==> src/rtl/tetris_pkg.sv <==
// Shared Tetris game-flow types, widths and the gravity period lookup.
package tetris_pkg;

    // Width of the board's cleared-row count (1..4 rows).
    localparam int unsigned LINES_W = 3;

    // Game-flow phases; ST_PAUSED is only reachable when GAME_PAUSE_EN is defined.
    typedef enum logic [2:0] {
        ST_IDLE   = 3'd0,
        ST_SPAWN  = 3'd1,
        ST_PLAY   = 3'd2,
        ST_CLEAR  = 3'd3,
        ST_OVER   = 3'd4,
        ST_PAUSED = 3'd5
    } game_state_t;

    // Gravity period in frame ticks at a given level, floored at floor_p.
    // Signed int arithmetic keeps high levels from wrapping below the floor.
    function automatic int grav_period(input int lvl, input int base,
                                       input int step, input int floor_p);
        int p;
        p = base - (lvl * step);
        if (p < floor_p) begin
            p = floor_p;
        end
        return p;
    endfunction

endpackage

==> src/rtl/game_sequencer_gravity_timer.sv <==
// Gravity timer: counts frame ticks in PLAY and pulses once per level-dependent period.
module gravity_timer #(
    parameter int unsigned LW        = 3,
    parameter int unsigned GRAV_BASE = 48,
    parameter int unsigned GRAV_STEP = 5,
    parameter int unsigned GRAV_MIN  = 4
) (
    input  logic          clk,
    input  logic          reset,
    input  logic          i_clear,
    input  logic          i_run,
    input  logic          i_frame_tick,
    input  logic [LW-1:0] i_level,
    output logic          o_tick
);
    import tetris_pkg::*;

    localparam int unsigned CW = $clog2(GRAV_BASE + 1);

    logic [CW-1:0] r_cnt;
    logic [CW-1:0] w_period;
    logic          r_tick;

    // Period lookup for the current level.
    always_comb begin
        w_period = CW'(grav_period(int'(i_level), int'(GRAV_BASE),
                                   int'(GRAV_STEP), int'(GRAV_MIN)));
    end

    // Counter: cleared on spawn, clamped after a level step shortens the period,
    // otherwise advanced by frame ticks only while the game keeps playing.
    always_ff @(posedge clk) begin
        if (reset) begin
            r_cnt  <= '0;
            r_tick <= 1'b0;
        end else begin
            r_tick <= 1'b0;
            if (i_clear || (r_cnt >= w_period)) begin
                r_cnt <= '0;
            end else if (i_run && i_frame_tick) begin
                if (r_cnt == (w_period - CW'(1))) begin
                    r_cnt  <= '0;
                    r_tick <= 1'b1;
                end else begin
                    r_cnt <= r_cnt + CW'(1);
                end
            end
        end
    end

    assign o_tick = r_tick;

endmodule

==> src/rtl/game_sequencer.sv <==
// Tetris game-flow sequencer: phase FSM, line/level accounting and gravity tick.
// Optional pause support is built when GAME_PAUSE_EN is defined.
module game_sequencer
    import tetris_pkg::*;
#(
    parameter int unsigned SPAWN_CYCLES    = 2,
    parameter int unsigned CLEAR_CYCLES    = 4,
    parameter int unsigned LEVELS          = 8,
    parameter int unsigned LINES_PER_LEVEL = 10,
    parameter int unsigned GRAV_BASE       = 48,
    parameter int unsigned GRAV_STEP       = 5,
    parameter int unsigned GRAV_MIN        = 4
) (
    input  logic                       clk,
    input  logic                       reset,
    input  logic                       start_game,
    input  logic                       frame_tick,
    input  logic                       fell,
    input  logic                       line_break,
    input  logic [LINES_W-1:0]         lines_cleared,
    input  logic                       game_over,
    input  logic                       pause,
    output logic                       spawn_block,
    output logic                       line_break_mode,
    output logic                       game_over_mode,
    output logic                       playing,
    output logic                       gravity_tick,
    output logic [$clog2(LEVELS)-1:0]  level,
    output logic [15:0]                lines_total
);

    localparam int unsigned LW     = $clog2(LEVELS);
    localparam int unsigned PH_MAX = (SPAWN_CYCLES > CLEAR_CYCLES) ? SPAWN_CYCLES : CLEAR_CYCLES;
    localparam int unsigned PW     = $clog2(PH_MAX + 1);
    localparam int unsigned LL_W   = $clog2(LINES_PER_LEVEL + 8);

    game_state_t     r_state;
    game_state_t     w_next;
    logic [PW-1:0]   r_phase;
    logic [PW-1:0]   w_phase_next;
    logic [LW-1:0]   r_level;
    logic [15:0]     r_lines_total;
    logic [LL_W-1:0] r_lvl_lines;
    logic [16:0]     w_total_sum;
    logic [LL_W-1:0] w_lvl_sum;
    logic            r_spawn;
    logic            r_clear_mode;
    logic            r_over_mode;
    logic            r_playing;
    logic            w_grav_clear;
    logic            w_grav_run;
    logic            w_pause_rise;

`ifdef GAME_PAUSE_EN
    logic r_pause_d;

    // Pause request edge detector.
    always_ff @(posedge clk) begin
        if (reset) begin
            r_pause_d <= 1'b0;
        end else begin
            r_pause_d <= pause;
        end
    end

    assign w_pause_rise = pause & ~r_pause_d;
`else
    logic w_unused_pause;
    assign w_unused_pause = pause;
    assign w_pause_rise   = 1'b0;
`endif

    // Next-state and phase-counter logic; board inputs only matter in PLAY.
    always_comb begin
        w_next       = r_state;
        w_phase_next = '0;
        case (r_state)
            ST_IDLE: begin
                if (start_game) w_next = ST_SPAWN;
            end
            ST_SPAWN: begin
                if (r_phase == PW'(SPAWN_CYCLES - 1)) w_next = ST_PLAY;
            end
            ST_PLAY: begin
                if (game_over)         w_next = ST_OVER;
                else if (fell)         w_next = ST_SPAWN;
                else if (line_break)   w_next = ST_CLEAR;
                else if (w_pause_rise) w_next = ST_PAUSED;
            end
            ST_CLEAR: begin
                if (r_phase == PW'(CLEAR_CYCLES - 1)) w_next = ST_PLAY;
            end
            ST_OVER: begin
                if (start_game) w_next = ST_IDLE;
            end
`ifdef GAME_PAUSE_EN
            ST_PAUSED: begin
                if (w_pause_rise) w_next = ST_PLAY;
            end
`endif
            default: w_next = ST_IDLE;
        endcase
        if ((w_next == r_state) && ((r_state == ST_SPAWN) || (r_state == ST_CLEAR))) begin
            w_phase_next = r_phase + PW'(1);
        end
    end

    // Line accounting sums; the level counter carries the remainder between steps.
    assign w_total_sum = {1'b0, r_lines_total} + 17'(lines_cleared);
    assign w_lvl_sum   = r_lvl_lines + LL_W'(lines_cleared);

    // State, registered Moore strobes, and line/level accounting.
    always_ff @(posedge clk) begin
        if (reset) begin
            r_state       <= ST_IDLE;
            r_phase       <= '0;
            r_level       <= '0;
            r_lines_total <= '0;
            r_lvl_lines   <= '0;
            r_spawn       <= 1'b0;
            r_clear_mode  <= 1'b0;
            r_over_mode   <= 1'b0;
            r_playing     <= 1'b0;
        end else begin
            r_state      <= w_next;
            r_phase      <= w_phase_next;
            r_spawn      <= (w_next == ST_SPAWN);
            r_clear_mode <= (w_next == ST_CLEAR);
            r_over_mode  <= (w_next == ST_OVER);
            r_playing    <= (w_next == ST_PLAY);
            if ((r_state == ST_IDLE) && (w_next == ST_SPAWN)) begin
                r_level       <= '0;
                r_lines_total <= '0;
                r_lvl_lines   <= '0;
            end else if ((r_state == ST_PLAY) && (w_next == ST_CLEAR)) begin
                r_lines_total <= w_total_sum[16] ? 16'hFFFF : w_total_sum[15:0];
                if (w_lvl_sum >= LL_W'(LINES_PER_LEVEL)) begin
                    r_lvl_lines <= w_lvl_sum - LL_W'(LINES_PER_LEVEL);
                    if (r_level != LW'(LEVELS - 1)) begin
                        r_level <= r_level + LW'(1);
                    end
                end else begin
                    r_lvl_lines <= w_lvl_sum;
                end
            end
        end
    end

    // Gravity counter restarts on every spawn and only runs while staying in PLAY.
    assign w_grav_clear = (w_next == ST_SPAWN) && (r_state != ST_SPAWN);
    assign w_grav_run   = (r_state == ST_PLAY) && (w_next == ST_PLAY);

    gravity_timer #(
        .LW        (LW),
        .GRAV_BASE (GRAV_BASE),
        .GRAV_STEP (GRAV_STEP),
        .GRAV_MIN  (GRAV_MIN)
    ) u_gravity_timer (
        .clk          (clk),
        .reset        (reset),
        .i_clear      (w_grav_clear),
        .i_run        (w_grav_run),
        .i_frame_tick (frame_tick),
        .i_level      (r_level),
        .o_tick       (gravity_tick)
    );

    assign spawn_block     = r_spawn;
    assign line_break_mode = r_clear_mode;
    assign game_over_mode  = r_over_mode;
    assign playing         = r_playing;
    assign level           = r_level;
    assign lines_total     = r_lines_total;

endmodule

==> config.mk <==
export PLATFORM = sky130hd
export DESIGN_NAME = game_sequencer
export DESIGN_NICKNAME = d
export VERILOG_FILES = /design/src/rtl/tetris_pkg.sv /design/src/rtl/game_sequencer_gravity_timer.sv /design/src/rtl/game_sequencer.sv
export SDC_FILE = /design/constraint.sdc
export NUM_CORES = 1
export LEC_CHECK = 0
export BUFFER_PORTS_ARGS = -buffer_cell sky130_fd_sc_hd__buf_4
export CORE_MARGIN = 10
export CORE_UTILIZATION = 45
export CTS_CLUSTER_SIZE = 12
export DETAILED_ROUTE_END_ITERATION = 8
export PLACE_DENSITY_LB_ADDON = 0.3
export SLEW_MARGIN = 40
export SYNTH_ARGS = -nofsm -noshare
export SYNTH_HDL_FRONTEND = slang
export SYNTH_HIERARCHICAL = 1
export SYNTH_SLANG_ARGS = --single-unit
export TNS_END_PERCENT = 5
==> constraint.sdc <==
create_clock -name clk -period 4.7 [get_ports clk]
set_input_delay 0.705 -clock clk [delete_from_list [all_inputs] [get_ports clk]]
set_output_delay 0.705 -clock clk [all_outputs]
set_load 0.03 [all_outputs]
Word level (Yosys, flattened, before mapping)
Index checks and enable logic that the tools add are counted.
{"block": "op_classes", "order_cmp": 3, "n_mux": 13, "bitwise_logic": 2, "n_mul": 1, "eq_ne": 14, "n_addsub": 8, "n_reduce_logical": 14}
{"operator": "$lt A32 B4 Y1 const B", "n": 1}
{"operator": "$mux W3", "n": 7}
{"operator": "$add A16 B3 Y17", "n": 1}
{"operator": "$mux W16", "n": 1}
{"operator": "$eq A3 B2 Y1 const B", "n": 5}
{"operator": "$pmux W3 S5", "n": 1}
{"operator": "$mux W6", "n": 2}
{"operator": "$eq A3 B1 Y1 const B", "n": 3}
{"operator": "$sub A6 B6 Y7 const A", "n": 1}
{"operator": "$add A3 B1 Y3 const B", "n": 2}
{"operator": "$add A6 B1 Y6 const B", "n": 1}
{"operator": "$eq A3 B3 Y1 const B", "n": 2}
{"operator": "$eq A6 B6 Y1", "n": 1}
{"operator": "$ge A6 B6 Y1", "n": 1}
{"operator": "$logic_and A1 B1 Y1", "n": 6}
{"operator": "$mul A3 B3 Y6 const B", "n": 1}
{"operator": "$reduce_or A2 Y1", "n": 3}
{"operator": "$sub A6 B1 Y6 const B", "n": 1}
{"operator": "$add A5 B3 Y5", "n": 1}
{"operator": "$ge A5 B4 Y1 const B", "n": 1}
{"operator": "$mux W5", "n": 1}
{"operator": "$sub A5 B4 Y5 const B", "n": 1}
{"operator": "$eq A3 B3 Y1", "n": 1}
{"operator": "$logic_not A3 Y1", "n": 1}
{"operator": "other kinds (7)", "n": 9}
{"block": "word_totals", "wordCells": 66, "output_inout_bits": 24, "in_bits": 11, "ff_bits": 41}

Logic depth before layout (Yosys ltp)
Gate-level depths: netlist of the first run.
{"block": "depth", "depth_word": 9, "mapped_depth": 18, "ltp_nobuf": 17}

By module
The synthesis of the first run kept the hierarchy.
{"module": "game_sequencer", "cells_per_inst": 213, "area_per_inst_um2": 1975.6, "instances": 1, "seq_area_each_um2": 680.7}
{"module": "gravity_timer", "cells_per_inst": 93, "area_per_inst_um2": 819.5, "instances": 1, "seq_area_each_um2": 140.1}

Worst setup path after synthesis of the first run
OpenSTA, ideal clock, no wires.
{"block": "synth_path", "path_kind": "register to register", "startpoint": "register r_level[0], in the netlist level[0]", "endpoint": "register u_gravity_timer.r_cnt[2]", "stages_incl_launch_ff": 18, "setup_slack_ns": 0.740, "setup_time_ns": 0.116, "t_arrival_ns": 3.844, "synth_period_minus_slack_ns": 3.960, "n_path_buf": 1, "t_required_ns": 4.584, "path_cell_list": "dfxtp_1 -> ha_1 -> inv_1 -> ha_1 -> inv_1 -> ha_1 -> xor2_1 -> inv_1 -> nand4_1 -> nand2_1 -> ha_1 -> xnor2_1 -> nor3_1 -> nand2b_1 -> mux2_4 -> or4_4 -> buf_6 -> o211a_1"}
{"block": "synth_via", "elab_chain_len": 7, "word_cells_on_any_way": 10, "cone_classes": "add/sub: 2; mul: 1; order compare: 2; eq/ne: 1; mux: 2; reduce/logical: 2"}
{"item": "start: declaration", "line_no": "game_sequencer.sv:41", "rtl": "logic [LW-1:0] r_level;"}
{"item": "start signal: assignment", "line_no": "game_sequencer.sv:140", "rtl": "r_level <= r_level + LW'(1);"}
{"item": "$mul A3 B3 Y6 *", "line_no": "tetris_pkg.sv:22", "rtl": "p = base - (lvl * step);"}
{"item": "$sub A6 B6 Y7 *", "line_no": "tetris_pkg.sv:22"}
{"item": "$lt A32 B4 Y1", "line_no": "tetris_pkg.sv:23", "rtl": "if (p < floor_p) begin"}
{"item": "$mux W6 *", "line_no": "tetris_pkg.sv:23"}
{"item": "$sub A6 B1 Y6 / $ge A6 B6 Y1 (equally long branches)", "line_no": "game_sequencer_gravity_timer.sv:41, game_sequencer_gravity_timer.sv:38"}
{"item": "$eq A6 B6 Y1 / $logic_or A1 B1 Y1 (equally long branches)", "line_no": "game_sequencer_gravity_timer.sv:41, game_sequencer_gravity_timer.sv:38"}
{"item": "$mux W6 / $reduce_or A2 Y1 (equally long branches)"}
{"item": "end signal: assignment", "line_no": "game_sequencer_gravity_timer.sv:45", "rtl": "r_cnt <= r_cnt + CW'(1);"}
{"item": "end: declaration", "line_no": "game_sequencer_gravity_timer.sv:20", "rtl": "logic [CW-1:0] r_cnt;"}
Mark *: on every way between the ends. The rest lies on a longest branch, timed or not.
A chain may end at the register's enable or synchronous reset.

Worst setup path in the final report of the first run
{"block": "layout_path", "startpoint": "register r_level[0], in the netlist level[0]", "endpoint": "register u_gravity_timer.r_cnt[5]"}
Same word-level chain as after synthesis.

==> results.py, run 1 <==
metrics = {
    "run_status": {
        "run_status": "completed",
    },
    "yosys": {
        "synthDistinctLibCells": 62,
        "synth-async-reset-ratio": 0,
        "synth_cells": 306,
        "synthesis.yosys.warnings": 6,
        "synth_seq_cells": 41,
        "syn-cell-area_mm2": 0.00280,
        "synth_edf_count": 0,
        "synthesis.nets": 346,
        "synth-seq-area-share": 0.294,
        "yosys_most_used_dff": "dfxtp_1",
        "syn-mean-instance-area_um2": 9.13,
    },
    "flow_run": {
        "total_of_max_cap_violations": 0,
    },
    "drt": {
        "post_drt_via_cell_ratio": 5.53,
        "drt-wirelength-per-cell_um": 13.9,
        "drcViolationCount": 0,
        "detailroute.via_count": 2283,
        "detail_route.wirelength_um": 5750,
        "detailed_routing_iterations_pass_1": 4,
        "drt_iter0_markers": 60,
        "antenna_violating_nets_post_route": 0,
    },
    "global_routing": {
        "global_route.usage.total": 0.118,
        "vias_in_the_first_global_route": 2200,
        "antenna_found_initial": 0,
        "grt_max_degree": 22,
        "grt_ovf": 0,
        "first_pass_grt_wire_length_um": 9980,
    },
    "die": {
        "placeableCoreArea_mm2": 0.00599,
        "rows": 28,
        "start_util": 0.467,
        "ios": 35,
        "die_w_um": 98.8,
        "fp.dieArea_mm2": 0.00976,
        "die_h_um": 98.8,
    },
    "cts": {
        "cts_setup_buffers": 0,
        "clk_pin_slew_worst_paths_ns": 0.08,
        "clkLatencyLatePin_ns": 0.29,
        "cts.repair.resized": 0,
        "number_of_buffers_added_by_the_clock_tree_synthesis_step": 5,
        "cts_hold_buf": 0,
        "clock_tree_from_tritoncts": "done",
        "cts.sink_count": 41,
        "cts_root_buf": "clkbuf_8",
        "clock_tree.htree_level_count": 2,
        "ctsLongestPathBuffers": 2,
    },
    "finish": {
        "final_common_cell": "dfxtp_1",
        "fillers": 571,
        "multi_input_area_mm2": 0.00183,
        "mostFrequentLayoutCells": "41 x dfxtp_1, 33 x buf_4, 27 x ha_1",
        "drive_gt1_frac": 0.198,
        "antennaDiodeCount": 0,
        "layout.area.seq_um2": 821,
        "design_area_mm2": 0.00319,
        "area_growth_pct": 14.1,
        "layoutNonFillerInstCount": 413,
        "layout.nets": 377,
    },
    "sta": {
        "clock-skew-final_ns": 0.00850,
        "max_slew.worst_pin.slew_ns": 0.759,
        "slew_viol_final": 0,
        "hold_violations": 0,
        "achievable-frequency_mhz": 249,
        "finalCritPeriodShare": 0.855,
        "fin_crit_ns": 4.02,
        "setup-tns-final_ns": 0,
        "unrepaired_setup_endpoints_after_global_routing": "false",
        "setup-violations-final": 0,
        "timing.max_slew.rel_slack": 0.494,
    },
    "critical_path": {
        "timing.critical_path.mode_cell": "ha_1",
        "setup.reg_to_reg.worst_slack_ns": 0.68,
        "crit_path_cell_trace": "ha_1, inv_1, ha_1, inv_1, ha_1, xor2_1, inv_1, nand4_1, nand2_1, ha_1, xnor2_1, nor3_1, nand2b_1, mux2_4, or4_4, o211a_1",
        "crit_type": "register to register",
        "rr_endpoint": "u_gravity_timer/r_cnt[5]",
        "timing.critical_path.from_type": "register",
        "worstSetupEndpointType": "register",
        "crit_path_top_delay_cell": "or4_4",
        "cp_data_required_time_ns": 4.88,
        "biggest_fanout_along_the_worst_timing_path": 9,
        "critPathArrivalTime_ns": 4.20,
        "worstReg2RegStart": "level[0]",
        "slowest_delay_ns": 0.55,
        "worst-r2r-cell-count": 16,
    },
    "power": {
        "report.power.total_mw": 0.651,
        "cellLeakagePower_nw": 1.25,
        "power_density_mw_per_mm2": 204,
        "peak_ir_drop_on_the_vdd_network_mv": 0.158,
    },
    "placement": {
        "io_buffer_count": 33,
        "area_after_dpl_mm2": 0.00309,
        "numPlacedInstances": 405,
        "gp_routability_congestion": 0.805,
        "dpl.hpwl_um": 4370,
    },
    "hold_path": {
        "min_delay_worst_endpoint": "r_phase[0]",
        "holdCritPathClass": "register to register",
        "cell_depth_of_the_worst_min_delay_path": 1,
        "holdCritStartpoint": "r_phase[0]",
    },
}
==> cells by family (layout without fill, tap and decap cells) <==
logic type,after synthesis,in the layout,share of synthesized area
mux,7,7,0.0278
xor+xnor,17,17,0.0560
compound gates,84,84,0.244
simple gates,94,94,0.191
fa+ha+maj,29,29,0.135
flops,41,41,0.294
buf+inv,34,66,0.0528
==> through the flow <==
step | utilization | worst slack, ns | hold slack (ns)
5_1_grt | 0.532 | 0.374 | 0.497
2_1_floorplan | - | 0.740 | 0.421
3_3_place_gp | 0.515 | 0.765 | 0.436
3_5_place_dp | 0.515 | 0.686 | 0.440
6_report | 0.532 | 0.682 | 0.455
4_1_cts | 0.532 | 0.660 | 0.459
==> worst max-delay path: cells and delay by family (launching register included) <==
family | cells | cell delay [ns]
xor gates and xnor gates | 2 | 0.44
DFF | 1 | 0.50
muxes | 1 | 0.27
and+or+nand+nor | 5 | 1.09
buffers and inverters | 3 | 0.26
adders and majority gates | 4 | 1.13
AOI/OAI and AO/OA | 1 | 0.23
==> sequential cells by signal, indices dropped and copies added (netlist names) <==
signal and cells:
game_over_mode 1, level 3, line_break_mode 1, lines_total 16, playing 1, r_lvl_lines 5
r_phase 3, r_state 3, spawn_block 1, u_gravity_timer/o_tick 1, u_gravity_timer/r_cnt 6
==> worst max path at each step <==
stage	startpoint	depth (start not counted)	endpoint
floorplan	level[0]	17	u_gravity_timer/r_cnt[2]
global placement	level[0]	16	u_gravity_timer/r_cnt[0]
detailed placement	level[0]	16	u_gravity_timer/r_cnt[4]
CTS	level[0]	16	u_gravity_timer/r_cnt[5]
global route	level[0]	16	u_gravity_timer/r_cnt[2]
finish	level[0]	16	u_gravity_timer/r_cnt[5]
==> synth_stat cells, types with 5 or more instances <==
master | number | area, um2
a211oi_1 | 6 | 45.0
a21oi_1 | 25 | 125
a31oi_1 | 9 | 56.3
and3_1 | 7 | 43.8
dfxtp_1 | 41 | 821
ha_1 | 27 | 338
inv_1 | 23 | 86.3
nand2_1 | 20 | 75.1
nand2b_1 | 6 | 37.5
nand3_1 | 5 | 25.0
nand4_1 | 5 | 31.3
nor2_1 | 22 | 82.6
nor3_1 | 7 | 35.0
o21ai_0 | 5 | 25.0
xnor2_1 | 12 | 105
==> cell type report <==
cell class	instances	area share
multi-input combinational	231	0.574
clock buffer	7	0.0302
tap	75	0.0294
timing repair buffer	33	0.0777
clock inverter	1	0.00157
sequential	41	0.257
inverter	25	0.0294
==> routing by layer <==
| layer | GRT usage | share of wire | up-vias |
|---|---|---|---|
| met5 | 0 | 0 | - |
| met4 | 0.0441 | 0.015 | 0 |
| met3 | 0.0272 | 0.031 | 7 |
| met2 | 0.184 | 0.44 | 31 |
| met1 | 0.153 | 0.51 | 1056 |
| li1 | - | - | 1189 |
==> report_power, final <==
part | switching, mW | internal (mW) | leakage, nW | total [mW]
Clock | 0.117 | 0.133 | 0.0542 | 0.250
Sequential | 0.00299 | 0.350 | 0.331 | 0.353
Combinational | 0.0299 | 0.0182 | 0.866 | 0.0481
Power figures use the tool's default switching activity.
==> inputs of run 2 (changes only) <==
Settings changed: SYNTH_HIERARCHICAL 1 to not set.
==> results.py, run 2 <==
metrics = {
    "run_status": {
        "run_status": "completed",
    },
    "yosys": {
        "synth_cells": 304,
        "yosysMostFrequentCell": "dfxtp_1",
        "synth_top_area_share": 0.311,
        "synth_top_area_cell": "dfxtp_1",
        "synthesis.nets": 342,
        "synth_edf_count": 0,
        "yosys_most_used_dff": "dfxtp_1",
        "synthDistinctLibCells": 55,
        "synth-seq-area-share": 0.311,
        "synth_seq_cells": 41,
        "syn-cell-area_mm2": 0.00264,
        "synthesis.yosys.warnings": 0,
        "syn-mean-instance-area_um2": 8.68,
        "synth-async-reset-ratio": 0,
        "yosys-top-cells-count": "41 x dfxtp_1, 26 x nor2_1, 25 x ha_1",
        "synth.area.top_cells": "dfxtp_1 31%, ha_1 12%, xnor2_1 4.3%",
    },
    "critical_path": {
        "crit_type": "register to register",
        "timing.critical_path.mode_cell": "ha_1",
        "worst_path_dominant_cell_family": "adder cells",
        "worstSetupEndpointType": "register",
        "crit_path_top_delay_cell": "dfxtp_1",
        "timing.critical_path.depth": 15,
        "cp_data_required_time_ns": 4.93,
        "slowest_delay_ns": 0.46,
        "biggest_fanout_along_the_worst_timing_path": 8,
        "critPathArrivalTime_ns": 3.79,
        "critical_path.startpoint": "level[0]",
        "timing.critical_path.from_type": "register",
        "cp_num_buf_inv": 2,
        "worst-r2r-cell-count": 15,
        "worstReg2RegStart": "level[0]",
        "crit_path_cell_trace": "ha_1, inv_1, ha_1, inv_1, ha_1, xnor2_2, and2_1, a31oi_1, ha_1, nand2b_1, a21oi_1, o21ai_0, nor3_1, o31ai_2, nor2_1",
    },
    "placement": {
        "gp_routability_congestion": 0.838,
        "area_after_dpl_mm2": 0.00293,
        "io_buffer_count": 33,
        "dpl.hpwl_um": 4110,
        "numPlacedInstances": 399,
    },
    "sta": {
        "unrepaired_setup_endpoints_after_global_routing": "false",
        "setup-violations-final": 0,
        "achievable-frequency_mhz": 280,
        "finalCritPeriodShare": 0.759,
        "hold_violations": 0,
        "clock-skew-final_ns": 0.00618,
        "timing.max_slew.rel_slack": 0.587,
        "setup-tns-final_ns": 0,
        "max_slew.worst_pin.slew_ns": 0.617,
        "finalHoldWorstSlack_ns": 0.453,
        "slew_viol_final": 0,
        "fin_crit_ns": 3.57,
    },
    "global_routing": {
        "grt_ovf": 0,
        "antenna_found_initial": 0,
        "first_pass_grt_wire_length_um": 9180,
        "grt_max_degree": 26,
        "vias_in_the_first_global_route": 2071,
        "global_route.usage.total": 0.119,
    },
    "drt": {
        "post_drt_via_cell_ratio": 5.35,
        "detailed_routing_iterations_pass_1": 4,
        "drt-wirelength-per-cell_um": 13.1,
        "antenna_violating_nets_post_route": 0,
        "detailroute.via_count": 2177,
        "drt_iter0_markers": 121,
        "drcViolationCount": 0,
        "detail_route.wirelength_um": 5340,
    },
    "cts": {
        "cts_setup_buffers": 0,
        "clock_tree.htree_level_count": 2,
        "clock_tree_from_tritoncts": "done",
        "clkLatencyLatePin_ns": 0.29,
        "cts_hold_buf": 0,
        "clk_pin_slew_worst_paths_ns": 0.08,
        "cts_root_buf": "clkbuf_8",
        "cts.repair.resized": 0,
        "cts.sink_count": 41,
        "number_of_buffers_added_by_the_clock_tree_synthesis_step": 5,
        "ctsLongestPathBuffers": 2,
    },
    "die": {
        "fp.dieArea_mm2": 0.00933,
        "placeableCoreArea_mm2": 0.00561,
        "die_w_um": 96.6,
        "die_h_um": 96.6,
        "start_util": 0.471,
        "ios": 35,
        "rows": 27,
    },
    "power": {
        "power.internal_mw": 0.543,
        "combinationalPowerShare": 0.066,
        "switching_power_mw": 0.148,
        "cellLeakagePower_nw": 1.25,
        "power_density_mw_per_mm2": 227,
        "power_frac_seq": 0.510,
        "clock_power_share": 0.423,
        "swShare": 0.215,
        "peak_ir_drop_on_the_vdd_network_mv": 0.121,
    },
    "finish": {
        "mostFrequentLayoutCells": "41 x dfxtp_1, 33 x buf_4, 26 x nor2_1",
        "design_area_mm2": 0.00305,
        "layout.nets": 372,
        "area_growth_pct": 15.5,
        "drive_gt1_frac": 0.167,
        "largest_register_ffs": 16,
        "layoutNonFillerInstCount": 407,
        "fillers": 530,
        "final_common_cell": "dfxtp_1",
        "antennaDiodeCount": 0,
    },
    "hold_path": {
        "cell_depth_of_the_worst_min_delay_path": 1,
        "holdCritPathClass": "register to register",
        "holdCritStartpoint": "r_phase[0]",
    },
    "flow_run": {
        "total_of_max_cap_violations": 0,
    },
}
==> run 2: final cells by class <==
class,count,area (um2),share of cell area
flip-flops and latches,41,821,0.269
repair buffers,33,248,0.0812
clock buffers,7,86.3,0.0283
well taps,72,90.1,0.0295
clock inverters,1,30.0,0.00984
multi-input cells,231,1690,0.555
inverters,22,82.6,0.0271
==> run 2: final timing paths <==
check | endpoint | slack (ns)
worst max register to register | u_gravity_timer.r_cnt[2] | 1.13
worst min register to register | r_phase[0] | 0.45
worst max-delay path | u_gravity_timer.r_cnt[2] | 1.13
worst min-delay path | r_phase[0] | 0.45
==> run 2: routing by layer <==
layer / GRT usage / up-vias / part of all wire
met5: 0 / - / 0
met4: 0.0436 / 0 / 0.014
met3: 0.0285 / 6 / 0.045
met2: 0.197 / 21 / 0.47
met1: 0.147 / 1014 / 0.47
li1: - / 1136 / -
==> run 2: cell families (layout without fill, tap and decap cells) <==
| family | Yosys count | count (layout) | share of synthesized area |
|---|---|---|---|
| buffers and inverters | 32 | 63 | 0.0493 |
| AND/OR/NAND/NOR | 112 | 112 | 0.245 |
| flip-flops | 41 | 41 | 0.311 |
| AO/OA/AOI/OAI | 62 | 62 | 0.154 |
| adder cells (fa/ha/maj) | 27 | 27 | 0.134 |
| XOR/XNOR | 24 | 24 | 0.0853 |
| multiplexers | 6 | 6 | 0.0227 |
==> run 2: power by group through the flow <==
stage	combinational (mW)	clock (mW)	sequential (mW)
CTS	0.0464	0.299	0.353
detailed placement	0.0462	0	0.361
global route	0.0513	0.314	0.353
floorplan	0.0284	0	0.363
finish	0.0458	0.293	0.353
global placement	0.0456	0	0.361
==> run 2: metrics by stage <==
stage               power, mW  setup WS, ns   util
floorplan               0.391          1.31      -
global placement        0.406          1.05  0.523
detailed placement      0.407         0.990  0.523
CTS                     0.698         0.970  0.543
global route            0.718         0.763  0.544
finish                  0.691          1.13  0.544
